===== config.mk =====
export PLATFORM = sky130hd
export DESIGN_NAME = regfile_writeback_arbiter
export DESIGN_NICKNAME = d
export VERILOG_FILES = /design/src/rtl/regfile_writeback_arbiter.sv
export SDC_FILE = /design/constraint.sdc
export NUM_CORES = 1
export LEC_CHECK = 0
export BUFFER_PORTS_ARGS = -buffer_cell sky130_fd_sc_hd__buf_2
export CORE_MARGIN = 2
export CORE_UTILIZATION = 59
export CTS_CLUSTER_SIZE = 28
export DETAILED_ROUTE_END_ITERATION = 8
export GPL_TIMING_DRIVEN = 0
export PLACE_DENSITY_LB_ADDON = 0.15
export REMOVE_ABC_BUFFERS = 1
export SYNTH_ARGS = -nofsm -noshare
export SYNTH_HDL_FRONTEND = slang
export SYNTH_SLANG_ARGS = --single-unit

===== constraint.sdc =====
create_clock -name clk -period 8.9 [get_ports clk]
set_input_delay 0.89 -clock clk [delete_from_list [all_inputs] [get_ports clk]]
set_output_delay 0.89 -clock clk [all_outputs]
set_load 0.005 [all_outputs]

===== src/rtl/regfile_writeback_arbiter.sv =====
// rtl/regfile_writeback_arbiter.sv - merges ALU and queued LSU results onto the register file write port
module regfile_writeback_arbiter #(
    parameter int DATA_W = 32,
    parameter int ADDR_W = 5,
    parameter int DEPTH  = 4
) (
    input  logic                     clk,
    input  logic                     reset,
    input  logic                     alu_valid,
    input  logic [ADDR_W-1:0]        alu_addr,
    input  logic [DATA_W-1:0]        alu_data,
    input  logic                     lsu_valid,
    output logic                     lsu_ready,
    input  logic [ADDR_W-1:0]        lsu_addr,
    input  logic [DATA_W-1:0]        lsu_data,
    output logic                     rf_we,
    output logic [ADDR_W-1:0]        rf_wda,
    output logic [DATA_W-1:0]        rf_wd,
    output logic [(2**ADDR_W)-1:0]   pending,
    output logic [$clog2(DEPTH):0]   fifo_count
);

    localparam int PTR_W = $clog2(DEPTH);
    localparam int CNT_W = PTR_W + 1;
    localparam int NREG  = 2**ADDR_W;
    localparam logic [CNT_W-1:0] DEPTH_C = CNT_W'(DEPTH);

    logic [DEPTH-1:0][ADDR_W-1:0] addr_q, addr_d;
    logic [DEPTH-1:0][DATA_W-1:0] data_q, data_d;
    logic [DEPTH-1:0]             live_q, live_d;
    logic [PTR_W-1:0]             wr_ptr_q, wr_ptr_d;
    logic [PTR_W-1:0]             rd_ptr_q, rd_ptr_d;
    logic [CNT_W-1:0]             count_q, count_d;
    logic                         rf_we_q, rf_we_d;
    logic [ADDR_W-1:0]            rf_wda_q, rf_wda_d;
    logic [DATA_W-1:0]            rf_wd_q, rf_wd_d;
    logic [NREG-1:0]              pending_q, pending_d;

    logic alu_claim;
    logic enq;
    logic pop;

    assign lsu_ready = (count_q < DEPTH_C);

    always_comb begin
        alu_claim = alu_valid && (alu_addr != '0);
        enq       = lsu_valid && lsu_ready && (lsu_addr != '0);
        pop       = !alu_claim && (count_q != '0);

        addr_d   = addr_q;
        data_d   = data_q;
        live_d   = live_q;
        wr_ptr_d = wr_ptr_q;
        rd_ptr_d = rd_ptr_q;
        rf_we_d  = 1'b0;
        rf_wda_d = rf_wda_q;
        rf_wd_d  = rf_wd_q;

        // The ALU result is younger than anything queued, so queued writes to the same register die.
        for (int i = 0; i < DEPTH; i++) begin
            if (alu_claim && live_q[i] && (addr_q[i] == alu_addr)) begin
                live_d[i] = 1'b0;
            end
        end

        if (alu_claim) begin
            rf_we_d  = 1'b1;
            rf_wda_d = alu_addr;
            rf_wd_d  = alu_data;
        end else if (pop) begin
            if (live_q[rd_ptr_q]) begin
                rf_we_d  = 1'b1;
                rf_wda_d = addr_q[rd_ptr_q];
                rf_wd_d  = data_q[rd_ptr_q];
            end
            live_d[rd_ptr_q] = 1'b0;
            rd_ptr_d         = rd_ptr_q + PTR_W'(1);
        end

        // Enqueue after the kill so a same-cycle LSU result to the ALU's register stays live.
        if (enq) begin
            addr_d[wr_ptr_q] = lsu_addr;
            data_d[wr_ptr_q] = lsu_data;
            live_d[wr_ptr_q] = 1'b1;
            wr_ptr_d         = wr_ptr_q + PTR_W'(1);
        end

        count_d = count_q + CNT_W'(enq) - CNT_W'(pop);

        pending_d = '0;
        for (int i = 0; i < DEPTH; i++) begin
            if (live_d[i]) begin
                pending_d[addr_d[i]] = 1'b1;
            end
        end
    end

    always_ff @(posedge clk or posedge reset) begin
        if (reset) begin
            addr_q    <= '0;
            data_q    <= '0;
            live_q    <= '0;
            wr_ptr_q  <= '0;
            rd_ptr_q  <= '0;
            count_q   <= '0;
            rf_we_q   <= 1'b0;
            rf_wda_q  <= '0;
            rf_wd_q   <= '0;
            pending_q <= '0;
        end else begin
            addr_q    <= addr_d;
            data_q    <= data_d;
            live_q    <= live_d;
            wr_ptr_q  <= wr_ptr_d;
            rd_ptr_q  <= rd_ptr_d;
            count_q   <= count_d;
            rf_we_q   <= rf_we_d;
            rf_wda_q  <= rf_wda_d;
            rf_wd_q   <= rf_wd_d;
            pending_q <= pending_d;
        end
    end

    assign rf_we      = rf_we_q;
    assign rf_wda     = rf_wda_q;
    assign rf_wd      = rf_wd_q;
    assign pending    = pending_q;
    assign fifo_count = count_q;

endmodule


**Word-level counts from Yosys, hierarchy flattened**

Cells that the tools add are included.

- Bits in registers: 229
- Output and inout bits: 74
- Logic and storage cells: 115

- $add $sub $neg: 4
- Magnitude comparators: 13
- Equal/unequal tests: 4
- Mux-type cells: 45
- Bitwise operators: 7
- Reduce and logical (&&, ||, !) cells: 26

Operators with widths:

| cell | count |
|---|---|
| $mux W32 | 9 |
| $bwmux W128 | 1 |
| $or A32 B32 Y32 | 3 |
| $bmux W32 S2 | 1 |
| $demux W32 S2 | 1 |
| $mux W5 | 5 |
| $lt A5 B6 Y1 const B | 4 |
| $bwmux W20 | 1 |
| $demux W1 S5 | 4 |
| $eq A5 B5 Y1 | 4 |
| $ge A5 B1 Y1 const B | 4 |
| $mux W20 | 1 |
| $logic_and A1 B1 Y1 | 18 |
| $mux W1 | 14 |
| $mux W4 | 3 |
| $bmux W5 S2 | 1 |
| $demux W5 S2 | 1 |
| $reduce_bool A5 Y1 | 2 |
| $lt A2 B3 Y1 const B | 2 |
| $add A2 B1 Y2 const B | 2 |
| $and A4 B4 Y4 | 1 |
| $demux W1 S2 | 2 |
| $ge A2 B1 Y1 const B | 2 |
| $not A4 Y4 | 1 |
| 10 further kinds | 12 |

**Longest topological paths before layout**

- Word-level depth: 17
- Depth in mapped cells: 13
- Mapped depth without buffers: 11

**Least setup slack after synthesis**

Ideal clock, no wire load.

- Path kind: input-to-reg
- From: in alu_addr[1]
- To: reg count_q[2], in the netlist fifo_count[2]
- Library setup time: 0.129 ns
- Data arrival time: 3.085 ns
- Required time: 8.771 ns
- Setup slack: 5.686 ns
- Stages on the path: 11
- Path buffers: 1
- Cells stage by stage: buf_4 -> or4_4 -> o21ai_0 -> and2_0 -> ha_1 -> inv_1 -> ha_1 -> inv_1 -> fa_1 -> xnor2_1 -> xnor2_1

- Longest elaborated chain between the ends: 5

Ends and longest elaborated chain:

| item | line | source |
|---|---|---|
| from (decl) | 10 | `input logic [ADDR_W-1:0] alu_addr,` |
| $reduce_bool A5 Y1 | 46 | `alu_claim = alu_valid && (alu_addr != '0);` |
| $logic_and A1 B1 Y1 | 46 |  |
| $logic_not A1 Y1 | 48 | `pop = !alu_claim && (count_q != '0);` |
| $logic_and A1 B1 Y1 | 48 |  |
| $sub A3 B1 Y3 | 88 | `count_d = count_q + CNT_W'(enq) - CNT_W'(pop);` |
| via count_d[2] | 33 | `logic [CNT_W-1:0] count_q, count_d;` |
| to (signal assigned) | 116 | `count_q <= count_d;` |
| to (decl) | 33 |  |

The timed path passes the listed nets, and every way through them passes these cells.
A chain may end at the register's enable or synchronous reset.

**Final worst setup path**

- From: in lsu_addr[3]
- To: reg pending_q[3], in the netlist pending[3]

- Longest elaborated chain between the ends: 14

Ends and longest elaborated chain:

| item | line | source |
|---|---|---|
| from (decl) | 14 | `input logic [ADDR_W-1:0] lsu_addr,` |
| $reduce_bool A5 Y1 | 47 | `enq = lsu_valid && lsu_ready && (lsu_addr != '0);` |
| $logic_and A1 B1 Y1 | 47 |  |
| $mux W20 | 81 | `if (enq) begin` |
| $lt A5 B6 Y1 (implied by the code) / $ge A5 B1 Y1 (equally long branches) | 93 | `pending_d[addr_d[i]] = 1'b1;` |
| $logic_and A1 B1 Y1 (implied by the code) | 93 |  |
| $mux W1 (implied by the code) | 93 |  |
| $demux W1 S5 | 93 |  |
| $mux W32 | 92 | `if (live_d[i]) begin` |
| $or A32 B32 Y32 (no line) | - |  |
| $mux W32 | 92 |  |
| $or A32 B32 Y32 (no line) | - |  |
| $mux W32 | 92 |  |
| $or A32 B32 Y32 (no line) | - |  |
| $mux W32 (*) | 92 |  |
| via pending_d[3] | 37 | `logic [NREG-1:0] pending_q, pending_d;` |
| to (signal assigned) | 120 | `pending_q <= pending_d;` |
| to (decl) | 37 |  |

Mark *: on every way through the listed nets, which the timed path passes. The rest lies on a longest branch.

==> results.md <==
- Syn Std Cell Area: 11900 um2
- RePlAce Congestion: 1.02
- RSZ-0062 raised after global routing: no
- Antenna violations before repair: 2
- Total clock buffers created by CTS: 25
- Area delta synth->final: 16.7%
- CP Capture Type: flip-flop
- Post-route clock period utilization: 41.5%
- # rows: 51
- DRC: 0
- PnR worst setup slack: 5.20 ns
- Cts hold-fix bufs: 0
- Hold Slack: 0.372 ns
- Cells after DPL: 1637
- WS Path Type: in2reg
- Drt wl/cell: 21.1 um
- Clock period minus worst slack: 3.70 ns
- Share of layout cells above drive strength 1: 19.2%
- Max-Cap Viols: 0
- CTS sink count: 229
- Primary FF master, synth: dfrtp_1
- CTS tree: done
- Cells after synthesis: 1300
- DRT Wirelength: 35500 um
- Post_cts resized: 0
- LEAKAGE: 6.87 nW
- Final setup fails: 0
- Clock skew after layout: 0.0150 ns
- Worst vdd ir: 244 uV
- CTS Buffer Depth: 3
- Overall Global Routing Usage: 33.6%
- Yosys warns: 0
- Worst Path Arrival: 4.17 ns
- Largest net degree at the start of global routing: 90
- Hold WC Path Type: in2async
- Reg clk slew, reported paths: 0.06 ns
- Vias/cell: 6.26
- Routed Antenna Nets: 0
- Grt total ovfl: 0
- Fin area: 13900 um2
- Most frequent cells in the layout: 495 x nand2_1, 227 x dfrtp_1, 151 x buf_2, 66 x nand3_1, 56 x o21ai_0
- Worst-path fanout max: 24
- Hold Fails Final Rpt: 0
- H-tree Lvls: 1
- Initial DRC Count: 1072
- CP cell instances: buf_2 > nor3_2 > a21oi_4 > buf_16 > o32ai_1 > a21boi_0 > a22oi_1 > nand2_1
- Final Max Tran Viols: 0
- Die Wd: 146 um
- Global-route wire length before repair: 56800 um
- Insertion delay to the later sink of the worst-skew pair: 0.54 ns
- Die Ht: 146 um
- Slew of the pin with the lowest slew margin: 1.39 ns
- Critical Path RT: 9.37 ns
- Setup Buffers After CTS: 0
- IO Port Bufs: 151
- Register bit total from synthesis: 229
- Syn Area/Cell: 9.14 um2
- CTS Root Cell: clkbuf_16
- Maximum clock rate: 271 MHz
- Slew margin rel.: 6.76%
- Placed Area: 13000 um2
- Via count: 10.5k
- P per Cell Area: 365 nW/um2
- Most common cell after layout, fill and taps aside: nand2_1
- Final HPWL DP: 23500 um
- IO Count: 152
- Setup TNS: 0 ns
- Post-synth EDFFs: 0
- Vias in the first global route: 10.4k
- Initial Utilization: 60.7%
- Final Instance Count excl. Fillers: 1681
- Post-synthesis async set-or-reset flop share: 100%
- Worst slack, placed: 4.80 ns
- Crit-path max cell delay: 0.89 ns
- Die area: 21300 um2
- Core ar.: 19600 um2
- Synth unique cells: 66
- DR pass1 iterations: 7
- Crit start category: input port
- CP max stage cell: nor3_2
- Seq/Total Area, Yosys: 48.2%
- Nets: 1488
- Outcome: completed
cell type report:
class,instances,area [um2]
Antenna cell,1,2.50
Clock buffer,37,731
Clock inverter,6,95.1
Fill cell,1547,5720
Inverter,30,120
Multi-Input combinational cell,949,5790
Sequential cell,229,5740
Tap cell,265,332
Timing Repair Buffer,164,1070
per-layer routing:
layer / GRT usage (%) / up-vias / wire length (um)
met5: 0 / - / 13
met3: 6.11 / 102 / 3630
li1: - / 4660 / -
met4: 13.2 / 2 / 1240
met2: 53.0 / 630 / 16400
met1: 46.8 / 5134 / 14200
cells in the mapped netlist (all sizes together) (2+ instances only):
library cell  instances  share of area, %
ha                   10               1.1
nor2b                 6              0.32
o22ai                12              0.63
and2                 10              0.53
nand4                12              0.63
a22o                  3              0.22
dfrtp               229                48
mux2i                37               3.1
nand2               496                16
nand2b                6              0.32
o21ai                64               2.8
nor4                  3              0.21
a21oi                15              0.66
o32ai                12               1.3
o21a                  3              0.19
clkbuf               57               1.8
inv                  30              0.95
o41ai                 2              0.15
a32oi                31               2.3
mux4                 38               7.2
or2                   2              0.11
xnor2                24               1.8
o22a                  3              0.22
nor2                 25              0.81
and3                  5              0.26
and3b                 4              0.29
a211o                 3              0.22
a22oi                12              0.76
nand3b                6              0.38
o211ai                5              0.32
o31ai                 4              0.29
nor3                  5              0.21
nand3                66               2.8
o32a                  2              0.17
or3                   4              0.21
a221o                 2              0.17
o2111ai               2              0.15
buf                  35               1.3
path summary, 6_finish.rpt:
kind / from / endpoint / slack, ns / depth (start not counted)
worst max-delay path: lsu_addr[3] / pending[3]$_DFF_PP0_ / 5.20 / 8
worst min register to register: data_q[78]$_DFFE_PP0P_ / data_q[78]$_DFFE_PP0P_ / 0.47 / 2
worst max register to register: wr_ptr_q[0]$_DFFE_PP0N_ / pending[28]$_DFF_PP0_ / 5.31 / 10
worst min-delay path: reset / rf_wd[11]$_DFFE_PP0P_ / 0.37 / 2
min in group clk: data_q[78]$_DFFE_PP0P_ / data_q[78]$_DFFE_PP0P_ / 0.47 / 2
max in group asynchronous: reset / rd_ptr_q[0]$_DFFE_PP0P_ / 7.72 / 3
cells by family after synthesis:
group	share of synthesized area [%]
AOI/OAI and AO/OA	11.4
xor gates and xnor gates	1.77
adders and majority gates	1.22
buffers and inverters	4.05
DFF	48.2
muxes	10.3
and+or+nand+nor	23.0
per-stage QoR:
step	util, %	total power (W)
final	70.8	0.00507
after global routing	70.8	0.00536
after CTS	70.7	0.00504
after detailed placement	66.5	0.00398
after global placement	64.3	0.00389
after floorplan	-	0.00319
power by group:
group | internal (W) | switching (W)
registers | 0.00149 | 0.000406
clock network | 0.000625 | 0.000425
logic | 0.000917 | 0.00121
sequential cells by signal, indices dropped and copies added (netlist names):
| register | cells |
|---|---|
| wr_ptr_q | 2 |
| rf_wd | 32 |
| data_q | 128 |
| live_q | 4 |
| pending | 32 |
| fifo_count | 3 |
| rd_ptr_q | 2 |
| addr_q | 20 |
| rf_we | 1 |
| rf_wda | 5 |
critical path, delay by kind of cell:
kind	cells	cell delay, ns
AOI/OAI and AO/OA	4	1.73
and+or+nand+nor	2	1.00
buffers and inverters	2	0.53
No activity file was read; power rests on OpenSTA's default activity.
